`src/rtl/vga_pattern_gen.sv`:
```
// 640x480 pixel-colour stage: four patterns, RGB and syncs aligned through a 2-stage pipeline.
// Define VGA_PATTERN_BORDER_EN to force a white one-pixel frame around the visible area.
module vga_pattern_gen #(
  parameter int H_VISIBLE = 640,
  parameter int V_VISIBLE = 480,
  parameter int POS_WIDTH = 12,
  parameter int BOX_SIZE  = 32
) (
  input  logic                 clk_25m,
  input  logic                 reset,
  input  logic [POS_WIDTH-1:0] horizontal_position,
  input  logic [POS_WIDTH-1:0] vertical_position,
  input  logic                 hsync_in,
  input  logic                 vsync_in,
  input  logic [1:0]           pattern_select,
  output logic [3:0]           vga_r,
  output logic [3:0]           vga_g,
  output logic [3:0]           vga_b,
  output logic                 vga_horizontal_sync,
  output logic                 vga_vertical_sync,
  output logic [7:0]           frame_count
);

  localparam logic [POS_WIDTH-1:0] POS_ZERO = '0;
  localparam logic [POS_WIDTH-1:0] POS_ONE  = POS_WIDTH'(1);
  localparam logic [POS_WIDTH-1:0] H_VIS    = POS_WIDTH'(H_VISIBLE);
  localparam logic [POS_WIDTH-1:0] V_VIS    = POS_WIDTH'(V_VISIBLE);
  localparam logic [POS_WIDTH-1:0] H_LAST   = POS_WIDTH'(H_VISIBLE - 1);
  localparam logic [POS_WIDTH-1:0] V_LAST   = POS_WIDTH'(V_VISIBLE - 1);
  localparam logic [POS_WIDTH-1:0] BAR_LAST = POS_WIDTH'(H_VISIBLE / 8 - 1);
  localparam logic [POS_WIDTH-1:0] BOX_W    = POS_WIDTH'(BOX_SIZE);
  localparam logic [POS_WIDTH-1:0] MAX_X    = POS_WIDTH'(H_VISIBLE - BOX_SIZE);
  localparam logic [POS_WIDTH-1:0] MAX_Y    = POS_WIDTH'(V_VISIBLE - BOX_SIZE);

  // One bounce step for a box axis; returns {dir_neg, pos}.
  function automatic logic [POS_WIDTH:0] axis_step(
    input logic [POS_WIDTH-1:0] pos,
    input logic                 dir_neg,
    input logic [POS_WIDTH-1:0] pos_max
  );
    logic [POS_WIDTH:0] nxt;
    if (!dir_neg && (pos == pos_max)) begin
      nxt = {1'b1, pos_max - POS_ONE};
    end else if (dir_neg && (pos == POS_ZERO)) begin
      nxt = {1'b0, POS_ONE};
    end else if (dir_neg) begin
      nxt = {1'b1, pos - POS_ONE};
    end else begin
      nxt = {1'b0, pos + POS_ONE};
    end
    return nxt;
  endfunction

  logic                 visible_s, fb_s, edge_s, inside_s;
  logic [2:0]           cur_idx_s;
  logic [POS_WIDTH-1:0] cur_col_s;
  logic [POS_WIDTH:0]   box_x_nxt_s, box_y_nxt_s;
  logic [11:0]          pattern_s, rgb_s;

  logic [2:0]           bar_idx_r;
  logic [POS_WIDTH-1:0] bar_col_r;
  logic [1:0]           active_pat_r;
  logic [POS_WIDTH-1:0] box_x_r, box_y_r;
  logic                 dir_x_r, dir_y_r;
  logic [7:0]           frame_cnt_r;
  logic                 vis1_r, hs1_r, vs1_r;
  logic [POS_WIDTH-1:0] h1_r, v1_r;
  logic [2:0]           idx1_r;
  logic [11:0]          rgb_r;
  logic                 hs2_r, vs2_r;

  // Input decode: visibility, frame boundary, bar position for the current column.
  always_comb begin
    visible_s = (horizontal_position < H_VIS) && (vertical_position < V_VIS);
    fb_s      = (vertical_position == V_VIS) && (horizontal_position == POS_ZERO);
    if (horizontal_position == POS_ZERO) begin
      cur_idx_s = 3'd0;
      cur_col_s = POS_ZERO;
    end else begin
      cur_idx_s = bar_idx_r;
      cur_col_s = bar_col_r;
    end
    box_x_nxt_s = axis_step(box_x_r, dir_x_r, MAX_X);
    box_y_nxt_s = axis_step(box_y_r, dir_y_r, MAX_Y);
  end

  // Bar counters hold the index/column expected for the next sequential pixel.
  always_ff @(posedge clk_25m or posedge reset) begin
    if (reset) begin
      bar_idx_r <= 3'd0;
      bar_col_r <= POS_ZERO;
    end else if (cur_col_s == BAR_LAST) begin
      bar_idx_r <= cur_idx_s + 3'd1;
      bar_col_r <= POS_ZERO;
    end else begin
      bar_idx_r <= cur_idx_s;
      bar_col_r <= cur_col_s + POS_ONE;
    end
  end

  // Per-frame state; only touched on the boundary, which lies in blanking.
  always_ff @(posedge clk_25m or posedge reset) begin
    if (reset) begin
      frame_cnt_r  <= 8'd0;
      active_pat_r <= 2'd0;
      box_x_r      <= POS_ZERO;
      box_y_r      <= POS_ZERO;
      dir_x_r      <= 1'b0;
      dir_y_r      <= 1'b0;
    end else if (fb_s) begin
      frame_cnt_r        <= frame_cnt_r + 8'd1;
      active_pat_r       <= pattern_select;
      {dir_x_r, box_x_r} <= box_x_nxt_s;
      {dir_y_r, box_y_r} <= box_y_nxt_s;
    end else begin
      frame_cnt_r  <= frame_cnt_r;
      active_pat_r <= active_pat_r;
    end
  end

  // Pipeline stage 1: capture pixel attributes and syncs.
  always_ff @(posedge clk_25m or posedge reset) begin
    if (reset) begin
      vis1_r <= 1'b0;
      h1_r   <= POS_ZERO;
      v1_r   <= POS_ZERO;
      idx1_r <= 3'd0;
      hs1_r  <= 1'b1;
      vs1_r  <= 1'b1;
    end else begin
      vis1_r <= visible_s;
      h1_r   <= horizontal_position;
      v1_r   <= vertical_position;
      idx1_r <= cur_idx_s;
      hs1_r  <= hsync_in;
      vs1_r  <= vsync_in;
    end
  end

  // Pattern selection and blanking for the stage-1 pixel.
  always_comb begin
    inside_s = (h1_r >= box_x_r) && (h1_r < box_x_r + BOX_W) &&
               (v1_r >= box_y_r) && (v1_r < box_y_r + BOX_W);
    case (active_pat_r)
      2'd0:    pattern_s = {{4{idx1_r[2]}}, {4{idx1_r[1]}}, {4{idx1_r[0]}}};
      2'd1:    pattern_s = (h1_r[5] ^ v1_r[5]) ? 12'hFFF : 12'h000;
      2'd2:    pattern_s = {h1_r[9:6], v1_r[8:5], frame_cnt_r[7:4]};
      2'd3:    pattern_s = inside_s ? 12'hFFF : 12'h004;
      default: pattern_s = 12'h000;
    endcase
`ifdef VGA_PATTERN_BORDER_EN
    edge_s = (h1_r == POS_ZERO) || (h1_r == H_LAST) || (v1_r == POS_ZERO) || (v1_r == V_LAST);
`else
    edge_s = 1'b0;
`endif
    if (!vis1_r) begin
      rgb_s = 12'h000;
    end else if (edge_s) begin
      rgb_s = 12'hFFF;
    end else begin
      rgb_s = pattern_s;
    end
  end

  // Pipeline stage 2: registered pins.
  always_ff @(posedge clk_25m or posedge reset) begin
    if (reset) begin
      rgb_r <= 12'h000;
      hs2_r <= 1'b1;
      vs2_r <= 1'b1;
    end else begin
      rgb_r <= rgb_s;
      hs2_r <= hs1_r;
      vs2_r <= vs1_r;
    end
  end

  assign vga_r               = rgb_r[11:8];
  assign vga_g               = rgb_r[7:4];
  assign vga_b               = rgb_r[3:0];
  assign vga_horizontal_sync = hs2_r;
  assign vga_vertical_sync   = vs2_r;
  assign frame_count         = frame_cnt_r;

endmodule

```
`config.mk`:
```
export PLATFORM = sky130hd
export DESIGN_NAME = vga_pattern_gen
export DESIGN_NICKNAME = d
export VERILOG_FILES = /design/src/rtl/vga_pattern_gen.sv
export SDC_FILE = /design/constraint.sdc
export NUM_CORES = 1
export LEC_CHECK = 0
export CAP_MARGIN = 20
export CORE_MARGIN = 1.5
export CORE_UTILIZATION = 55
export CTS_BUF_LIST = sky130_fd_sc_hd__clkbuf_16
export DETAILED_ROUTE_END_ITERATION = 8
export PLACE_DENSITY = 0.77
export SETUP_SLACK_MARGIN = 0.3
export SYNTH_ARGS = -nofsm -noshare
export SYNTH_HDL_FRONTEND = slang
export SYNTH_SLANG_ARGS = --single-unit
```
`constraint.sdc`:
```
create_clock -name clk_25m -period 6.45 [get_ports clk_25m]
set_input_delay 1.29 -clock clk_25m [delete_from_list [all_inputs] [get_ports clk_25m]]
set_output_delay 1.29 -clock clk_25m [all_outputs]
set_load 0.05 [all_outputs]
```
==> results of run 1 <==
## per-stage QoR
step                      worst slack [ns]  utilization  power, mW  hold slack (ns)  std cells
after global routing                  2.06        0.668       1.32            0.360        758
final                                 2.27        0.668       1.26            0.356        758
after global placement                1.97        0.639      0.772            0.346        741
after detailed placement              1.91        0.639      0.779            0.349        741
after CTS                             2.27        0.668       1.27            0.359        757
after floorplan                       2.69            -      0.731            0.345        563
## cell usage in the layout (no fill, tap or decap), drive strengths merged, types with 5 or more instances in the layout
cell type,count
a211oi,20
nand4,11
nand3,17
inv,34
clkdlybuf4s50,51
o211ai,5
nor3,15
buf,5
or4,5
dfrtp,91
a21oi,48
o21ai,27
xor2,12
o22ai,8
nand2,39
a21o,8
nor4,8
and2,8
xnor2,32
nand2b,18
ha,63
nor2,34
clkbuf,9
## path summary, 6_finish.rpt
kind,startpoint,to,slack (ns),cells past startpoint
hold reg to reg,hs1_r,vga_horizontal_sync,0.36,0
hold / removal,hs1_r,vga_horizontal_sync,0.36,0
setup / recovery,horizontal_position[3],box_x_r[0],2.27,8
setup reg to reg,box_y_r[7],rgb_r[7],3.20,11
max in group asynchronous,reset,dir_x_r,3.97,3
min in group asynchronous,reset,frame_count[4],1.38,2
## critical path, cell delays in order
cell and delay, ns:
clkdlybuf4s50_1 0.43, nor4_2 0.32, nand4_2 0.46, or4_1 1.00
buf_4 0.32, or3_4 0.44, nor2_1 0.10, a21oi_1 0.05
## logic make-up after synthesis
| group | count (synthesis) | synth area share |
|---|---|---|
| xor gates and xnor gates | 44 | 0.0688 |
| DFF | 95 | 0.425 |
| AOI/OAI and AO/OA | 142 | 0.163 |
| muxes | 1 | 0.00201 |
| buffers and inverters | 43 | 0.0290 |
| adders and majority gates | 65 | 0.148 |
| and+or+nand+nor | 173 | 0.164 |
## layer usage
metal | vias to the layer above | global-route usage | wire (um)
met5 | - | 0 | 0
met1 | 2187 | 0.321 | 5500
li1 | 2166 | - | -
met3 | 30 | 0.0420 | 517
met2 | 118 | 0.447 | 6660
met4 | 0 | 0.104 | 307
## power groups by stage
| stage | Clock (mW) | Combinational [mW] | Sequential, mW |
|---|---|---|---|
| 2_1_floorplan | 0 | 0.0650 | 0.666 |
| 3_3_place_gp | 0 | 0.101 | 0.671 |
| 3_5_place_dp | 0 | 0.106 | 0.673 |
| 4_1_cts | 0.506 | 0.107 | 0.662 |
| 5_1_grt | 0.529 | 0.121 | 0.667 |
| 6_report | 0.499 | 0.104 | 0.662 |
## cell type report
cell class / count / area share
Clock buffer: 9 / 0.0343
Clock inverter: 7 / 0.00782
Inverter: 33 / 0.0191
Multi-Input combinational cell: 425 / 0.467
Sequential cell: 95 / 0.363
Tap cell: 133 / 0.0254
Timing Repair Buffer: 56 / 0.0835
## registers in the layout, summed over array words and instances (netlist names), 2 cells and up
register	flops
frame_count	8
idx1_r	3
rgb_r	12
box_y_r	12
v1_r	12
active_pat_r	2
bar_idx_r	3
box_x_r	12
h1_r	12
bar_col_r	12
==> results, run 1 <==
- The tightest min-delay check is of the reg -> reg type.
- For the pin with the worst max-slew slack, the measured transition is 0.783 ns.
- By area the synthesized netlist is led by dfrtp_1 (41%), ha_1 (14%), xnor2_1 (5.0%), a21oi_1 (4.3%), a211oi_1 (2.7%).
- The achievable clock frequency is 0.239 GHz.
- In this run the power density over the cells is 193 nW/um^2.
- The number of max-slew violations in the final report was 0.
- Summing all placed instances gives a cell area of 6280 um^2.
- Measured against its own limit, the worst slew margin works out to 0.477.
- The filler cells instantiated in the layout total about 790.
- The floorplan step set the die height to approximately 100 um.
- Summing all multi-input logic gate instances after layout gives 3060 um^2.
- The clock tree root buffer cell is clkbuf_16.
- The detail route stage leaves a number of antenna-violating nets equal to 0.
- In the post-synthesis netlist, the cell with the most instances is dfrtp_1.
- For the finished layout, the period the worst path requires is 4.18 ns.
- In this run, synthesis inferred 0 flip-flops with an integrated enable.
- The worst voltage drop across the vdd grid is approximately 0.00011 V.
- The leakage dissipation is 3.02 nW.
- The total detailed-routing wirelength is 13,000 um.
- The quantity of I/O buffers inserted on ports is 51.
- Of the total power, the share spent switching nets is 0.255.
- The total nets after synthesis is 658.
- The overall track demand over capacity in global routing is 0.258.
- The dominant cell type by area after synthesis is dfrtp_1.
- The standard cell core area is approximately 9800 um^2.
- Summed over all layers, the global routing overflow is 0.
- Setup violations remaining at the end of the flow were counted as 0.
- The count of buffers added by post-CTS timing repair for setup is 0.
- The internal portion of the total power is between 0.9 and 1 mW.
- The summed negative setup slack over all endpoints is 0 ns.
- The initial antenna violation count came to 0.
- Synthesis produced a netlist whose cell count is 563.
- After clock tree synthesis, the clock-pin slew on the worst setup and hold paths is 0.07 ns.
- The sequential cells in the finished layout cover a total of 2380 um^2.
- The register share of total power is 0.523.
- The final cell area excluding filler cells is 6560 um^2.
- The clock net in this run drives a total of 95 sinks.
- The diode insertion count for antenna repair is 0.
- Setup repair after global routing left no endpoint under its margin.
- The area fraction of the dominant cell type after synthesis is 0.407.
- The kind of critical path is in -> reg.
- A synthesized cell averages 9.95 um^2.
- The clock group share of total power is 0.394.
- The number of violations of the max-capacitance limit is 0.
- Data arrives at the worst endpoint at 4.41 ns.
- The via count of the first global-routing pass is 4,577.
- After clock tree synthesis, the flow added hold-fix buffers numbering 0.
- The die extent in x is 104 um.
- The combined area of all synthesized cells is around 5600 um^2.
- The largest net degree at the start of global routing is 50.
- The clock reaches the later pin of the worst-skew pair after 0.35 ns.
- The dominant register cell in the synthesized netlist is dfrtp_1.
- The largest driver fanout on the critical path is 21.
- The wire length of the first global-routing pass is 22,100 um.
- The clock tree buffer depth is 2.
- The first routing iteration left 219 violations.
- The via total after detailed routing is between 4,000 and 5,000.
- The fraction of layout cells with a size suffix above 1 is 0.0592.
- In the routed layout, each cell is associated on average with a via count of between 5 and 6.
- In the final design database the tool counted 715 nets.
- The switching power of the nets is around 0.32 mW.
- After synthesis, the share of flip-flops with an asynchronous set or reset is 1.00.
- Across the routed clock network, the largest skew measured is 0.00902 ns.
- Buffers inserted during clock tree synthesis total 9.
- The distinct cell type count of the synthesized netlist is 52.
- The maximum level of the CTS H-tree is 3.
- In this run, synthesis produced a sequential element count of 95.
- The commonest cells after synthesis are dfrtp_1 (91), ha_1 (63), a21oi_1 (48).
- For this run, the number of Yosys warnings is 0.
- The relative contribution of combinational cells to total power is 0.082.
- STA classifies the critical path startpoint as an input port.
- Of the synthesized area, sequential elements account for 0.425.
- The die covers 10,800 um^2.
- After detailed routing, the number of remaining DRC violations is 0.
- The post-route fraction of the period consumed by the critical path is 0.648.
- The data required time at the worst endpoint is 6.68 ns.
- The run finished with clean final reports.
- Summed over all nets, the half-perimeter wirelength after detailed placement is 9900 um.
- The CTS tree is built.
- The final-report hold violation count is 0.
- between 50 and 60 I/O pins were placed.
- In the final routed layout, each cell accounts on average for 17.1 um.
- The critical path capture point type is a flop.
- From synthesis to final layout, the design area changed by 17.2%.
- The final weighted congestion in routability-driven placement is between 0.8 and 0.9.
- The length of the first detailed-routing pass in iterations is 5.
- The standard-cell row count is 36.
- The effective utilization at floorplan is 0.570.
- After clock tree synthesis, the repair step resized 0 gates.
Note: power is estimated with default switching activity, not from simulation.
==> inputs of run 2 (changes only) <==
==> constraint.sdc (replaced) <==
create_clock -name clk_25m -period 4 [get_ports clk_25m]
set_input_delay 0.8 -clock clk_25m [delete_from_list [all_inputs] [get_ports clk_25m]]
set_output_delay 0.8 -clock clk_25m [all_outputs]
set_load 0.05 [all_outputs]
==> results, run 2 (synthesis results as in run 1) <==
- The summed negative setup slack over all endpoints is 0 ns (unchanged).
- The critical path data arrival time was 3.38 ns (-1.03 ns).
- The final HPWL from detailed placement is 9900 um (about the same).
- The final weighted congestion in routability-driven placement was 0.870 (-1.6%).
- The TritonCTS buffer count was 9 (unchanged).
- The critical path startpoint category is a flop.
- The total power per unit cell area was 317 nW/um^2 (+65%).
- The overall track demand over capacity in global routing came to 0.253 (-0.00493).
- The standard cell core area is 9820 um^2 (unchanged).
- The cell with the largest stage delay on the worst path is a31oi_1.
- The largest net degree at the start of global routing came to 41 (-18%).
- The worst setup path is captured at a flop.
- The average wire per standard cell is 16.8 um (-1.9%).
- The overall overflow remaining after global route was 0 (unchanged).
- The wire length of the first global-routing pass is 22,000 um (-0.78%).
- The count of nets after finishing is 716 (+0.14%).
- Walking the worst path, the cells encountered are inv_1 > nor3_1 > nand3_1 > xnor2_1 > ha_1 > and4_1 > nand2_1 > a211oi_1 > a2111oi_0 > a31oi_1 > a21oi_1.
- Timing would allow up to 0.312 GHz.
- The clock tree skew after final layout came to 0.00863 ns (-0.000396 ns).
- TritonCTS built the clock tree.
- The non-filler instance count after layout came to 759 (+0.13%).
- The worst voltage drop across the vdd grid is 0.000193 V (+75%).
- The standard-cell row count is 36 (unchanged).
- The worst stage delay on the critical path came to 0.81 ns (-0.19 ns).
- The post-route fraction of the period consumed by the critical path is 0.801.
- By startpoint and endpoint, the worst setup path is classified as reg -> reg.
- The library cell used most frequently in the layout, excluding fill and tap cells, is dfrtp_1.
- The number of design-rule violations left by the first detailed-router iteration is 220 (+0.46%).
- The remaining max-slew budget at the tightest pin is 0.294 (-0.183).
- The die outline area is 10,800 um^2 (unchanged).
- The initial antenna violation count came to 0 (unchanged).
- The latest clock arrival within the worst-skew pair is 0.35 ns (about the same).
- In this run the most critical hold path is launched from hs1_r.
- The via count of the first global-routing pass was 4,587 (+0.22%).
- The worst min-delay path category is reg -> reg.
- The clock slew seen by the registers of the worst setup and hold paths is 0.08 ns (about the same).
- The start of the worst register-to-register path is box_x_r[7].
- The fraction of layout cells with a size suffix above 1 is 0.0639 (+0.00470).
- The post-route antenna net violation count is 0 (unchanged).
- The diode insertion count for antenna repair is 0 (unchanged).
- The instance count after placement with tap cells included was 743 (+0.27%).
- Setup repair after global routing left no endpoint under its margin.
- The number of hold buffers added after cts is 0 (unchanged).
- The number of ports placed on the die boundary is 52 (unchanged).
- Tracing the worst setup path back leads to its startpoint at box_x_r[7].
- The number of max-slew violations in the final report came to 0 (unchanged).
- The clock tree root buffer cell is clkbuf_16.
- The length of the first detailed-routing pass in iterations came to 4 (-1).
- The number of violations of the max-capacitance limit is 0 (unchanged).
- The clock period could shrink to 3.20 ns.
- The count of cells resized by post-cts repair is 0 (unchanged).
- The sink count of the clock tree is 95 (unchanged).
- The flow ran to the end, and the final reports show no timing, DRC or antenna violations.
- The remaining routing DRC violations is 0 (unchanged).
- Leaving out fill and tap cells, the most frequent cells in the layout are dfrtp_1 (91), ha_1 (63), clkdlybuf4s50_1 (51).
- The leakage dissipation was 3.03 nW (+0.48%).
- The die extent in x came to 104 um (unchanged).
- The total detailed-routing wirelength is 12,700 um (-1.8%).
- The via total after detailed routing came to 4,380 (-2.7%).
- The final count of negative-setup-slack endpoints is 0 (unchanged).
- The largest driver fanout on the critical path is 11 (-48%).
- The via-per-instance ratio is 5.77 (-2.8%).
- From synthesis to final layout, the design area changed by 17.7%.
- The vertical extent of the die came to 104 um (unchanged).
- The data required time at the worst endpoint is 4.18 ns (-2.50 ns).
- The quantity of I/O buffers inserted on ports is 51 (unchanged).
- The maximum level of the CTS H-tree is 3 (unchanged).
- The actual slew at the worst max-slew pin is 1.05 ns (+0.270 ns).
- The count of buffers added by post-CTS timing repair for setup is 0 (unchanged).
- The effective utilization at floorplan is 0.570 (unchanged).
- The final-report hold violation count is 0 (unchanged).
- The clock tree buffer depth is 2 (unchanged).
[run 2: cell types whose count changed in the layout (fill, tap and decap cells not counted), sizes merged]
cell | previous run | this run
buf | 5 | 6
clkinv | 4 | 3
clkinvlp | 2 | 1
inv | 34 | 36
[run 2: through the flow]
stage	hold WS, ns	worst slack [ns]	power, mW	utilization	instance area, um^2
after floorplan	0.345	0.730	1.18	-	5600
after global placement	0.346	0.634	1.25	0.641	6290
after detailed placement	0.348	0.499	1.26	0.641	6290
after CTS	0.359	0.823	2.10	0.671	6590
after global routing	0.362	0.422	2.18	0.671	6590
final	0.358	0.795	2.09	0.671	6590
[run 2: final timing paths]
kind                            depth (start not counted)             endpoint  slack (ns)
worst max-delay path                                   11             rgb_r[5]        0.80
worst min-delay path                                    0  vga_horizontal_sync        0.36
worst max register to register                         11             rgb_r[5]        0.80
worst min register to register                          0  vga_horizontal_sync        0.36
max in group asynchronous                               3         bar_idx_r[2]        2.32
min in group asynchronous                               2       frame_count[7]        0.84
[run 2: cell type report]
type	instances	area [um^2]
clock buffer	9	225
clock inverter	7	72.6
fill	791	3230
inverter	33	125
multi-input combinational	425	3060
sequential	95	2380
tap	133	166
timing repair buffer	57	556
[run 2: critical path: cells and delay by family (launching register included)]
kind	cells	cell delay [ns]
AOI/OAI and AO/OA	4	1.31
xor gates and xnor gates	1	0.15
adders and majority gates	1	0.31
buffers and inverters	1	0.12
DFF	1	0.45
and+or+nand+nor	4	0.69
[run 2: metal layers]
metal  share of wire  global-route usage  vias to the layer above
met5               0                   0                        -
met1            0.43               0.316                     2076
li1                -                   -                     2162
met2            0.50               0.438                      114
met4           0.027               0.112                        0
met3           0.041              0.0338                       28
[run 2: report_power, final]
group          internal (mW)  switching [mW]  leakage [nW]
sequential              1.01          0.0537          1.14
combinational         0.0830          0.0916          1.75
clock                  0.441           0.408         0.143
total                   1.54           0.554          3.03
==> inputs of run 3 (changes only) <==
--- a/config.mk
+++ b/config.mk
@@ -7,10 +7,10 @@
 export LEC_CHECK = 0
 export CAP_MARGIN = 20
 export CORE_MARGIN = 1.5
-export CORE_UTILIZATION = 55
+export CORE_UTILIZATION = 52
 export CTS_BUF_LIST = sky130_fd_sc_hd__clkbuf_16
 export DETAILED_ROUTE_END_ITERATION = 8
-export PLACE_DENSITY = 0.77
+export PLACE_DENSITY = 0.76
 export SETUP_SLACK_MARGIN = 0.3
 export SYNTH_ARGS = -nofsm -noshare
 export SYNTH_HDL_FRONTEND = slang
==> constraint.sdc (replaced) <==
create_clock -name clk_25m -period 2.9 [get_ports clk_25m]
set_input_delay 0.58 -clock clk_25m [delete_from_list [all_inputs] [get_ports clk_25m]]
set_output_delay 0.58 -clock clk_25m [all_outputs]
set_load 0.05 [all_outputs]
==> results, run 3 (synthesis results as in run 1) <==
- The flow ran to the end, and the final reports show no timing, DRC or antenna violations.
- The post-route antenna net violation count is 0 (unchanged).
- The clock tree buffer depth is 2 (unchanged).
- In this run the worst hold path is classified as reg -> reg.
- The instance count after placement with tap cells included is 766 (+3.1%).
- The worst setup path is captured at a flop.
- The effective utilization at floorplan is 0.540 (-0.0303).
- The remaining routing DRC violations is 0 (unchanged).
- The overall track demand over capacity in global routing is 0.257 (+0.00455).
- The CTS tree is built.
- The number of violations of the max-capacitance limit is 0 (unchanged).
- The number of max-slew violations in the final report is 0 (unchanged).
- The worst stage delay on the critical path is 0.54 ns (-0.27 ns).
- The number of design-rule violations left by the first detailed-router iteration is 335 (+52%).
- The average wire per standard cell is 17.5 um (+4.3%).
- The diode insertion count for antenna repair is 0 (unchanged).
- Setup repair after global routing could not meet its margin everywhere.
- The largest driver fanout on the critical path came to 6 (-5).
- The die outline area came to 11,400 um^2 (+5.6%).
- The critical path startpoint category is a flop.
- The summed negative setup slack over all endpoints was 0 ns (unchanged).
- The total detailed-routing wirelength is 13,900 um (+8.7%).
- The maximum level of the CTS H-tree was 3 (unchanged).
- The area taken by flip-flops and latches is 2390 um^2 (+0.16%).
- The non-filler instance count after layout is 791 (+4.2%).
- Leaving out fill and tap cells, the most frequent cells in the layout are dfrtp_1 (88), ha_1 (61), clkdlybuf4s50_1 (50).
- The length of the first detailed-routing pass in iterations was 6 (+2).
- The standard cell core area is 10,400 um^2 (+5.6%).
- The quantity of I/O buffers inserted on ports is 51 (unchanged).
- The standard-cell row count is 37 (+2.8%).
- The worst voltage drop across the vdd grid is 0.000477 V (+150%).
- The leading cell type in the layout, fill and taps excluded is dfrtp_1.
- The cell type group with the largest total delay on the critical path is compound AO/OA/AOI/OAI gates.
- The leakage dissipation is 3.19 nW (+5.2%).
- The vertical extent of the die was 107 um (+2.8%).
- The data required time at the worst endpoint is 3.16 ns (-1.02 ns).
- The remaining max-slew budget at the tightest pin is 0.397 (+0.103).
- The initial antenna violation count was 0 (unchanged).
- The count of nets after finishing came to 745 (+4.1%).
- The post-route fraction of the period consumed by the critical path is 0.954 (+0.153).
- The final HPWL from detailed placement came to 10,200 um (+2.6%).
- The overall overflow remaining after global route is 0 (unchanged).
- The total power per unit cell area is 416 nW/um^2 (+31%).
- The critical path in this run is classified as reg -> reg.
- The area growth from synthesis to layout is 25.8%.
- The actual slew at the worst max-slew pin came to 0.894 ns (-0.159 ns).
- The critical path data arrival time is 3.03 ns (-0.35 ns).
- The final count of negative-setup-slack endpoints is 0 (unchanged).
- Walking the worst path, the cells encountered are inv_2 > or4_4 > xnor2_2 > ha_1 > a21o_1 > a221oi_2 > nand2_1 > a2111oi_4 > a31oi_2 > buf_6 > a21oi_4.
- The clock slew seen by the registers of the worst setup and hold paths is 0.07 ns (about the same).
- The final weighted congestion in routability-driven placement is 0.914 (+5.1%).
- The die extent in x is 107 um (+2.8%).
- The final-report hold violation count is 0 (unchanged).
- The fraction of layout cells with a size suffix above 1 was 0.168 (+0.104).
- The via count of the first global-routing pass came to 4,663 (+1.7%).
- The via total after detailed routing is 4,710 (+7.5%).
- The sink count of the clock tree was 95 (unchanged).
- The number of inserted filler cells in the final layout is 824 (+4.2%).
- The wire length of the first global-routing pass came to 22,900 um (+4.2%).
- The number of ports placed on the die boundary is 52 (unchanged).
- The achievable clock frequency was 0.361 GHz (+16%).
- The clock tree skew after final layout is 0.00994 ns (+0.00131 ns).
- The latest clock arrival within the worst-skew pair is 0.35 ns (about the same).
- CTS placed an instance of clkbuf_16 at the clock tree root.
- The time the final worst path needs with I/O delays and setup is 2.77 ns (-0.438 ns).
- The via-per-instance ratio is 5.95 (+3.2%).
- The count of buffer and inverter cells on the critical path is 2 (+1).
- The area of the multi-input gates is 3260 um^2 (+6.5%).
- The cell with the largest stage delay on the worst path is or4_4.
- The largest net degree at the start of global routing is 96 (+130%).
- The TritonCTS buffer count came to 9 (unchanged).
## run 3: changes by cell type in the layout (fill, tap and decap cells not counted), sizes merged
cell	delta
bufinv	+1
clkinvlp	+1
clkdlybuf4s50	-1
buf	+29
clkinv	+1
inv	-3
dlymetal6s2s	+1
## run 3: path summary, 6_finish.rpt
kind                            start  slack, ns             endpoint  depth (start not counted)
max                        box_y_r[5]       0.13             rgb_r[3]                         11
min                             hs1_r       0.36  vga_horizontal_sync                          0
max reg2reg                box_y_r[5]       0.13             rgb_r[3]                         11
min reg2reg                     hs1_r       0.36  vga_horizontal_sync                          0
max in group asynchronous       reset       1.73           box_y_r[6]                          3
min in group asynchronous       reset       0.68              v1_r[3]                          3
## run 3: area by class of cell
type / count / share of cell area
multi-input cells: 425 / 0.463
repair buffers: 86 / 0.114
clock buffers: 9 / 0.0320
inverters: 33 / 0.0181
flip-flops and latches: 95 / 0.339
clock inverters: 7 / 0.0101
well taps: 136 / 0.0241
## run 3: power breakdown
part | switching (mW) | internal (mW) | total, mW
Clock | 0.528 | 0.669 | 1.20
Combinational | 0.135 | 0.118 | 0.253
Sequential | 0.0815 | 1.40 | 1.48
Total | 0.744 | 2.19 | 2.93
## run 3: routing by layer
layer / share of wire / track usage / up-vias
met2: 0.48 / 0.422 / 184
met1: 0.43 / 0.352 / 2277
met4: 0.019 / 0.0705 / 0
met5: 0 / 0 / -
met3: 0.070 / 0.0462 / 34
li1: - / - / 2215
## run 3: timing repair
item | CTS | global route
endpoints found under the setup margin | 14 | 26
gates resized for setup | 24 | 30
cloned | 1 | 0
hold buffers | 0 | 0
pin swaps | 1 | 6
setup buffers | 5 | 3
## run 3: stage by stage
| stage | utilization | hold slack [ns] | instance area, um^2 | power [mW] | worst slack (ns) |
|---|---|---|---|---|---|
| final | 0.680 | 0.356 | 7050 | 2.93 | 0.133 |
| after global routing | 0.680 | 0.359 | 7050 | 3.03 | 0.0321 |
| after CTS | 0.666 | 0.357 | 6910 | 2.94 | 0.194 |
| after detailed placement | 0.624 | 0.347 | 6470 | 1.74 | -0.0865 |
| after global placement | 0.624 | 0.347 | 6470 | 1.73 | -0.0314 |
| after floorplan | - | 0.345 | 5610 | 1.63 | 0.308 |
